## src/rtl/alu_share_arbiter.sv

```systemverilog
// alu_share_arbiter: shares one combinational ALU between NUM_REQ requesters.
// Round-robin arbitration in IDLE, operand capture on accept, one-cycle
// execute, then a registered and tagged response held under valid/ready.
// Optional feature macro: ALU_SHARE_OPCOUNT_EN builds a saturating 16-bit
// completed-operation counter; without it op_count is tied to zero.

module alu_share_arbiter #(
    parameter int NUM_REQ = 4,
    parameter int ID_W    = 2,
    parameter int DATA_W  = 32
) (
    input  logic                      clk,
    input  logic                      rst,
    input  logic [NUM_REQ-1:0]        req_valid,
    output logic [NUM_REQ-1:0]        req_ready,
    input  logic [3*NUM_REQ-1:0]      req_op,
    input  logic [DATA_W*NUM_REQ-1:0] req_src1,
    input  logic [DATA_W*NUM_REQ-1:0] req_src2,
    output logic                      resp_valid,
    input  logic                      resp_ready,
    output logic [ID_W-1:0]           resp_id,
    output logic [DATA_W-1:0]         resp_result,
    output logic                      resp_zero,
    output logic                      busy,
    output logic [15:0]               op_count
);

    typedef enum logic [1:0] {
        ST_IDLE = 2'b00,
        ST_EXEC = 2'b01,
        ST_RESP = 2'b10
    } state_t;

    // Shared ALU behaviour; undefined opcodes yield zero (and thus zero flag set).
    function automatic logic [DATA_W-1:0] alu_calc(
        input logic [2:0]        op,
        input logic [DATA_W-1:0] a,
        input logic [DATA_W-1:0] b
    );
        logic [DATA_W-1:0] res;
        case (op)
            3'b000:  res = a + b;
            3'b001:  res = a - b;
            3'b010:  res = a & b;
            3'b011:  res = a | b;
            3'b100:  res = a ^ b;
            3'b101:  res = ~(a | b);
            default: res = {DATA_W{1'b0}};
        endcase
        return res;
    endfunction

    state_t            state_r;
    logic [ID_W-1:0]   ptr_r;
    logic [ID_W-1:0]   id_r;
    logic [2:0]        op_r;
    logic [DATA_W-1:0] src1_r;
    logic [DATA_W-1:0] src2_r;
    logic              resp_valid_r;
    logic [ID_W-1:0]   resp_id_r;
    logic [DATA_W-1:0] resp_result_r;
    logic              resp_zero_r;

    logic              found_s;
    logic [ID_W-1:0]   winner_s;
    logic [ID_W:0]     idx_s;
    logic [NUM_REQ-1:0] grant_s;
    logic              accept_s;
    logic [2:0]        op_sel_s;
    logic [DATA_W-1:0] src1_sel_s;
    logic [DATA_W-1:0] src2_sel_s;
    logic [DATA_W-1:0] alu_res_s;
    logic              alu_zero_s;
    logic [ID_W-1:0]   ptr_next_s;

    // Round-robin search starting at the pointer; first pending request wins.
    always_comb begin
        found_s  = 1'b0;
        winner_s = {ID_W{1'b0}};
        idx_s    = {(ID_W+1){1'b0}};
        for (int k = 0; k < NUM_REQ; k++) begin
            idx_s = {1'b0, ptr_r} + (ID_W+1)'(k);
            if (idx_s >= (ID_W+1)'(NUM_REQ)) begin
                idx_s = idx_s - (ID_W+1)'(NUM_REQ);
            end else begin
                idx_s = idx_s;
            end
            if (!found_s && req_valid[idx_s[ID_W-1:0]]) begin
                found_s  = 1'b1;
                winner_s = idx_s[ID_W-1:0];
            end else begin
                found_s  = found_s;
                winner_s = winner_s;
            end
        end
    end

    // One-hot grant, only offered in IDLE and never while reset is held.
    always_comb begin
        grant_s = {NUM_REQ{1'b0}};
        for (int i = 0; i < NUM_REQ; i++) begin
            if ((state_r == ST_IDLE) && found_s && !rst && (winner_s == ID_W'(i))) begin
                grant_s[i] = 1'b1;
            end else begin
                grant_s[i] = 1'b0;
            end
        end
    end

    // Operand mux selecting the winner's op and sources for capture.
    always_comb begin
        op_sel_s   = 3'b000;
        src1_sel_s = {DATA_W{1'b0}};
        src2_sel_s = {DATA_W{1'b0}};
        for (int i = 0; i < NUM_REQ; i++) begin
            if (winner_s == ID_W'(i)) begin
                op_sel_s   = req_op[3*i +: 3];
                src1_sel_s = req_src1[DATA_W*i +: DATA_W];
                src2_sel_s = req_src2[DATA_W*i +: DATA_W];
            end else begin
                op_sel_s   = op_sel_s;
                src1_sel_s = src1_sel_s;
                src2_sel_s = src2_sel_s;
            end
        end
    end

    // Pointer advances past the winner, wrapping after the last requester.
    always_comb begin
        if (winner_s == ID_W'(NUM_REQ - 1)) begin
            ptr_next_s = {ID_W{1'b0}};
        end else begin
            ptr_next_s = winner_s + ID_W'(1);
        end
    end

    assign accept_s   = (state_r == ST_IDLE) && found_s;
    assign alu_res_s  = alu_calc(op_r, src1_r, src2_r);
    assign alu_zero_s = (alu_res_s == {DATA_W{1'b0}});

    // Control FSM: capture on accept, execute from latched operands, hold response.
    always_ff @(posedge clk or posedge rst) begin
        if (rst) begin
            state_r       <= ST_IDLE;
            ptr_r         <= {ID_W{1'b0}};
            id_r          <= {ID_W{1'b0}};
            op_r          <= 3'b000;
            src1_r        <= {DATA_W{1'b0}};
            src2_r        <= {DATA_W{1'b0}};
            resp_valid_r  <= 1'b0;
            resp_id_r     <= {ID_W{1'b0}};
            resp_result_r <= {DATA_W{1'b0}};
            resp_zero_r   <= 1'b0;
        end else begin
            case (state_r)
                ST_IDLE: begin
                    if (accept_s) begin
                        op_r    <= op_sel_s;
                        src1_r  <= src1_sel_s;
                        src2_r  <= src2_sel_s;
                        id_r    <= winner_s;
                        ptr_r   <= ptr_next_s;
                        state_r <= ST_EXEC;
                    end
                end
                ST_EXEC: begin
                    resp_result_r <= alu_res_s;
                    resp_zero_r   <= alu_zero_s;
                    resp_id_r     <= id_r;
                    resp_valid_r  <= 1'b1;
                    state_r       <= ST_RESP;
                end
                ST_RESP: begin
                    if (resp_ready) begin
                        resp_valid_r <= 1'b0;
                        state_r      <= ST_IDLE;
                    end
                end
                default: begin
                    resp_valid_r <= 1'b0;
                    state_r      <= ST_IDLE;
                end
            endcase
        end
    end

`ifdef ALU_SHARE_OPCOUNT_EN
    logic [15:0] op_count_r;

    // Completed-operation counter, saturating at all-ones.
    always_ff @(posedge clk or posedge rst) begin
        if (rst) begin
            op_count_r <= 16'h0000;
        end else if ((state_r == ST_RESP) && resp_valid_r && resp_ready &&
                     (op_count_r != 16'hFFFF)) begin
            op_count_r <= op_count_r + 16'h0001;
        end
    end

    assign op_count = op_count_r;
`else
    assign op_count = 16'h0000;
`endif

    assign req_ready   = grant_s;
    assign resp_valid  = resp_valid_r;
    assign resp_id     = resp_id_r;
    assign resp_result = resp_result_r;
    assign resp_zero   = resp_zero_r;
    assign busy        = (state_r != ST_IDLE);

endmodule
```

## config.mk

```make
export PLATFORM = sky130hd
export DESIGN_NAME = alu_share_arbiter
export DESIGN_NICKNAME = d
export VERILOG_FILES = /design/src/rtl/alu_share_arbiter.sv
export SDC_FILE = /design/constraint.sdc
export NUM_CORES = 1
export LEC_CHECK = 0
export BUFFER_PORTS_ARGS = -buffer_cell sky130_fd_sc_hd__buf_2
export CORE_ASPECT_RATIO = 0.8
export CORE_MARGIN = 2
export CORE_UTILIZATION = 39
export DETAILED_ROUTE_END_ITERATION = 10
export HOLD_SLACK_MARGIN = 0.06
export PLACE_DENSITY = 0.59
export SYNTH_ARGS = -nofsm -noshare
export SYNTH_HDL_FRONTEND = slang
export SYNTH_SLANG_ARGS = --single-unit
```

## constraint.sdc

```tcl
create_clock -name clk -period 7.54 [get_ports clk]
set_input_delay 1.508 -clock clk [delete_from_list [all_inputs] [get_ports clk]]
set_output_delay 1.508 -clock clk [all_outputs]
set_load 0.05 [all_outputs]
```

# Word level (Yosys, flattened, before mapping)
# Index checks and enable logic that the tools add are counted.
[totals]
register_bits = 109
latch_bits = 0
mem_bits_rw = 0
mem_bits_ro = 0
inputBits = 275
output_inout_bits = 57
elab_cells = 109
memories = 0
[classes]
addsub = 10
n_mul = 0
div = 0
magnitude_cmp = 8
eq_ne = 12
shift = 0
mux = 43
bitwise_logic = 5
reduce_logical = 21
[ops]
columns = ["op", "n"]
rows = [
  ["2-to-1 mux 32 bit", 8],
  ["one-hot mux 32 bit (6 select lines)", 1],
  ["adder 32 bit", 1],
  ["bitwise AND 32 bit", 1],
  ["zero test 32 bit", 1],
  ["inverter 32 bit", 1],
  ["OR 32 bit", 1],
  ["subtractor 32 bit", 1],
  ["XOR 32 bit", 1],
  ["2-to-1 mux 2 bit", 11],
  ["2-to-1 mux 1 bit", 13],
  ["less-than comparator 2 x 3 -> 1 bit (second input constant)", 4],
  ["2-to-1 mux 3 bit", 4],
  [">= comparator 3 bit (second input constant)", 3],
  ["logical AND 1 bit", 9],
  ["binary-select mux 1 bit (select 2 bit)", 4],
  ["subtractor 2 x 1 -> 2 bit (second input constant)", 4],
  ["adder 2 x 2 -> 3 bit (second input constant)", 2],
  ["== test 2 bit (second input constant)", 3],
  ["== test 3 x 2 -> 1 bit (second input constant)", 2],
  ["== test 3 bit (second input constant)", 2],
  ["one-hot mux 2 bit (3 select lines)", 1],
  ["AND reduction 2 bit", 3],
  ["== test 2 x 1 -> 1 bit (second input constant)", 2],
  ["other kinds (11)", 16],
]

# Longest topological paths before layout
[depth]
word_depth = 19
ltp_mapped = 22
depth_no_buf = 19

# Worst setup path after synthesis
# Ideal clock, no wire load.
[synth_path]
kind = "input to output"
startpoint = "input port rst"
endpoint = "output port req_ready[0]"
arrival_time_ns = 4.546
required_ns = 6.032
slack_ns = 1.486
cell_stages = 2
path_buffers = 0
cell_sequence = "inv_1 -> and3_1"
[synth_via]
elab_chain_cells = 4
[synth_lines]
columns = ["element", "line_no", "text"]
rows = [
  ["start, declared", "13", "input logic rst,"],
  ["zero test 1 bit (no source line)", "n/a", ""],
  ["logical AND 1 bit (2 in a row)", "102", "if ((state_r == ST_IDLE) && found_s && !rst && (winner_s == ID_W'(i))) begin"],
  ["2-to-1 mux 1 bit", "102", ""],
  ["end, declared", "15", "output logic [NUM_REQ-1:0] req_ready,"],
]
# No other way between the ends.

# Worst setup path after layout
[layout_path]
startpoint = "register src2_r[2]"
endpoint = "register resp_zero_r (netlist: resp_zero)"
[layout_via]
elab_chain_cells = 4
elab_cells_between_ends = 8
cone_classes = "add/sub: 2; mux: 1; bitwise: 4; reduce/logical: 1"
[layout_lines]
columns = ["element", "line_no", "text"]
rows = [
  ["start, declared", "58", "logic [DATA_W-1:0] src2_r;"],
  ["start signal, assigned", "149", "src2_r <= {DATA_W{1'b0}};"],
  ["start signal, assigned", "160", "src2_r <= src2_sel_s;"],
  ["parallel branches: the longest is 2 deep, another holds subtractor 32 bit", "n/a", ""],
  ["one-hot mux 32 bit (6 select lines) (*)", "41", "case (op)"],
  ["zero test 32 bit (*)", "139", "assign alu_zero_s = (alu_res_s == {DATA_W{1'b0}});"],
  ["end signal, assigned", "168", "resp_zero_r <= alu_zero_s;"],
  ["end, declared", "62", "logic resp_zero_r;"],
]
# Mark *: on every way between the ends.
# A chain may end at the register's enable or synchronous reset.

==> flow_summary.toml <==
[yosys]
synth_edf_count = 0
synth_flop_cell = "dfrtp_1"
ys_types = 78
async_flop_share_pct = 100
synth-seq-area-share_pct = 25.2
synth_area_leaders = "dfrtp_1 25%, ha_1 12%, a21oi_1 9.4%"
ys_warn_count = 0
syn_avg_cell_area_um2 = 7.59
synthCells = 1427
ys_ff_latch = 109
synth_top_area_share_pct = 25.2
yosysTopAreaCell = "dfrtp_1"
syn_area_mm2 = 0.0108

[grt]
grt_usage_pct = 27.2
antenna_found_initial = 3
grt-ovfl-total = 0
grt_pass1_vias = 10300
grt_max_degree = 96
grt_pass1_wl_mm = 61.2

[floorplanning]
dieWidth_um = 190
coreArea_mm2 = 0.0273
start_util_pct = 39.7
dieArea_mm2 = 0.0291
io_pins = 332
rows = 54
die_h_um = 153

[place]
hpwlAfterDp_mm = 32.5
gp_congestion = 0.950
postPlaceCellArea_mm2 = 0.0125
dp_cells = 2016
port_buffers = 315

[finish]
final-instance-count-excl-fill = 2035
design_area_mm2 = 0.0128
multiInputGateArea_mm2 = 0.00732
nets = 2039
num-fill-cells = 2858
layout-area-overhead-vs-synth_pct = 18.5
layout-drive-gt1-share_pct = 23.3
regArea_mm2 = 0.00273
layout_commonest_cell = "buf_2"
final_cell_mix = "315 x buf_2, 203 x a21oi_1, 191 x nor2_1, 109 x nand2_1, 108 x dfrtp_1"

[drt]
first_pass_iters = 6
route.detailed.drc = 0
vias = 11300
finalWirelength_mm = 40.2
avgViaCountPerCell = 5.54
ant_nets = 0
drt-initial-drc-count = 979
wl_per_cell_um = 19.8

[clock_network]
cts.htree.levels = 3
cts_tree = "yes"
clockBufferDepth = 2
cts-buffers-inserted = 9
cts_resized = 0
clock_latency_ns = 0.36
cts_root_buf = "clkbuf_16"
cts_hold_buf = 0
numClockSinks = 109
cts_setup_buffers = 0
clkTransAtPathRegs_ns = 0.07

[sta]
period_minus_slack_ns = 5.13
slew_headroom_pct = 26.1
post-route-period-util_pct = 68.0
setup_tns_ns = 0
setup_viol = 0
rsz0062_at_grt = "no"
slew_violations = 0
fmax_mhz = 195
hold_slack_ns = 0.464
worst_slew_pin_slew_ns = 1.10
hold_viol_final = 0
skew_ns = 0.00835

[setup_path]
slowest_delay_ns = 0.94
arrival_ns = 5.38
cp_num_buf_inv = 0
worst_ep_required_time_ns = 7.80
critPathKind = "register to register"
critPathTopFamily = "compound AO/OA/AOI/OAI gates"
cp_max_fo = 7
cp-end-kind = "register"
path_cells = "nor4_2 > nand2_1 > or3_1 > o21ai_0 > xnor2_1 > ha_1 > nand2_1 > or3_1 > o211ai_1 > a41oi_1 > o41ai_1 > a21oi_1 > and3_1 > a211oi_1 > nand4_1 > o41ai_2"
worst_path_max_delay_cell = "o41ai_1"
startpoint_type = "register"

[run]
cap_violations = 0

[worst_hold_path]
hold_path.class = "register to register"

[outcome]
status = "finished, final reports clean"
## registers in the layout, indices dropped and copies added (netlist names)
signal / count
id_r: 2
op_r: 3
ptr_r: 2
resp_id: 2
resp_result: 32
resp_valid: 1
resp_zero: 1
src1_r: 32
src2_r: 32
state_r: 2
## tightest hold or removal path, stage by stage, from the launching register on
cell     delay, ns
dfrtp_1       0.34
nand2_1       0.05
nand2_1       0.05
## area by class of cell
class,instances,area share (%)
Antenna cell,3,0.0585
Tap cell,364,3.55
Timing Repair Buffer,331,13.2
Sequential cell,109,21.3
Clock buffer,10,1.78
Inverter,87,2.56
Multi-Input combinational cell,1125,57.0
Clock inverter,6,0.556
## logic make-up (layout without fill, tap and decap cells)
kind of cell	count (synthesis)	count (layout)	synth area share [%]
AO/OA/AOI/OAI	527	527	30.5
XOR/XNOR	49	49	4.14
adder cells (fa/ha/maj)	101	101	11.7
buffers and inverters	208	434	8.15
flip-flops	109	109	25.2
multiplexers	39	39	3.68
other	1	19	0.0346
AND/OR/NAND/NOR	393	393	16.5
## path summary, 6_finish.rpt
kind,from,to,slack [ns],depth (start not counted)
hold reg to reg,resp_result[18],resp_result[18],0.46,2
max in group asynchronous,rst,op_r[0],5.02,3
min in group asynchronous,rst,src2_r[31],1.25,2
hold / removal,resp_result[18],resp_result[18],0.46,2
setup / recovery,src2_r[2],resp_zero,2.41,16
setup reg to reg,src2_r[2],resp_zero,2.41,16
## layer usage
layer  vias to the layer above  GRT usage [%]  routed length [um]
li1                       5569              -                   -
met1                      5237           43.7               20600
met3                        25           6.61                3580
met2                       440           36.2               15700
met4                         0           4.28                 358
met5                         -              0                   0
## Yosys cell counts, drive strengths merged, types with 17 or more instances
cell	number
o22ai	17
clkbuf	74
inv	86
nor2	194
nand2	109
a211oi	75
mux2i	33
a22oi	70
xnor2	41
dfrtp	109
a21oi	204
o21ai	83
ha	100
buf	47
## metrics by stage
stage	util, %	setup WS, ns
after global placement	45.9	2.67
after CTS	47.0	2.50
after global routing	47.0	2.06
after floorplan	-	1.49
final	47.0	2.41
after detailed placement	45.9	2.54
Power is left out: the tool's default activity adds up to more than one toggle a clock period on the data nets, which glitch-free logic cannot reach.
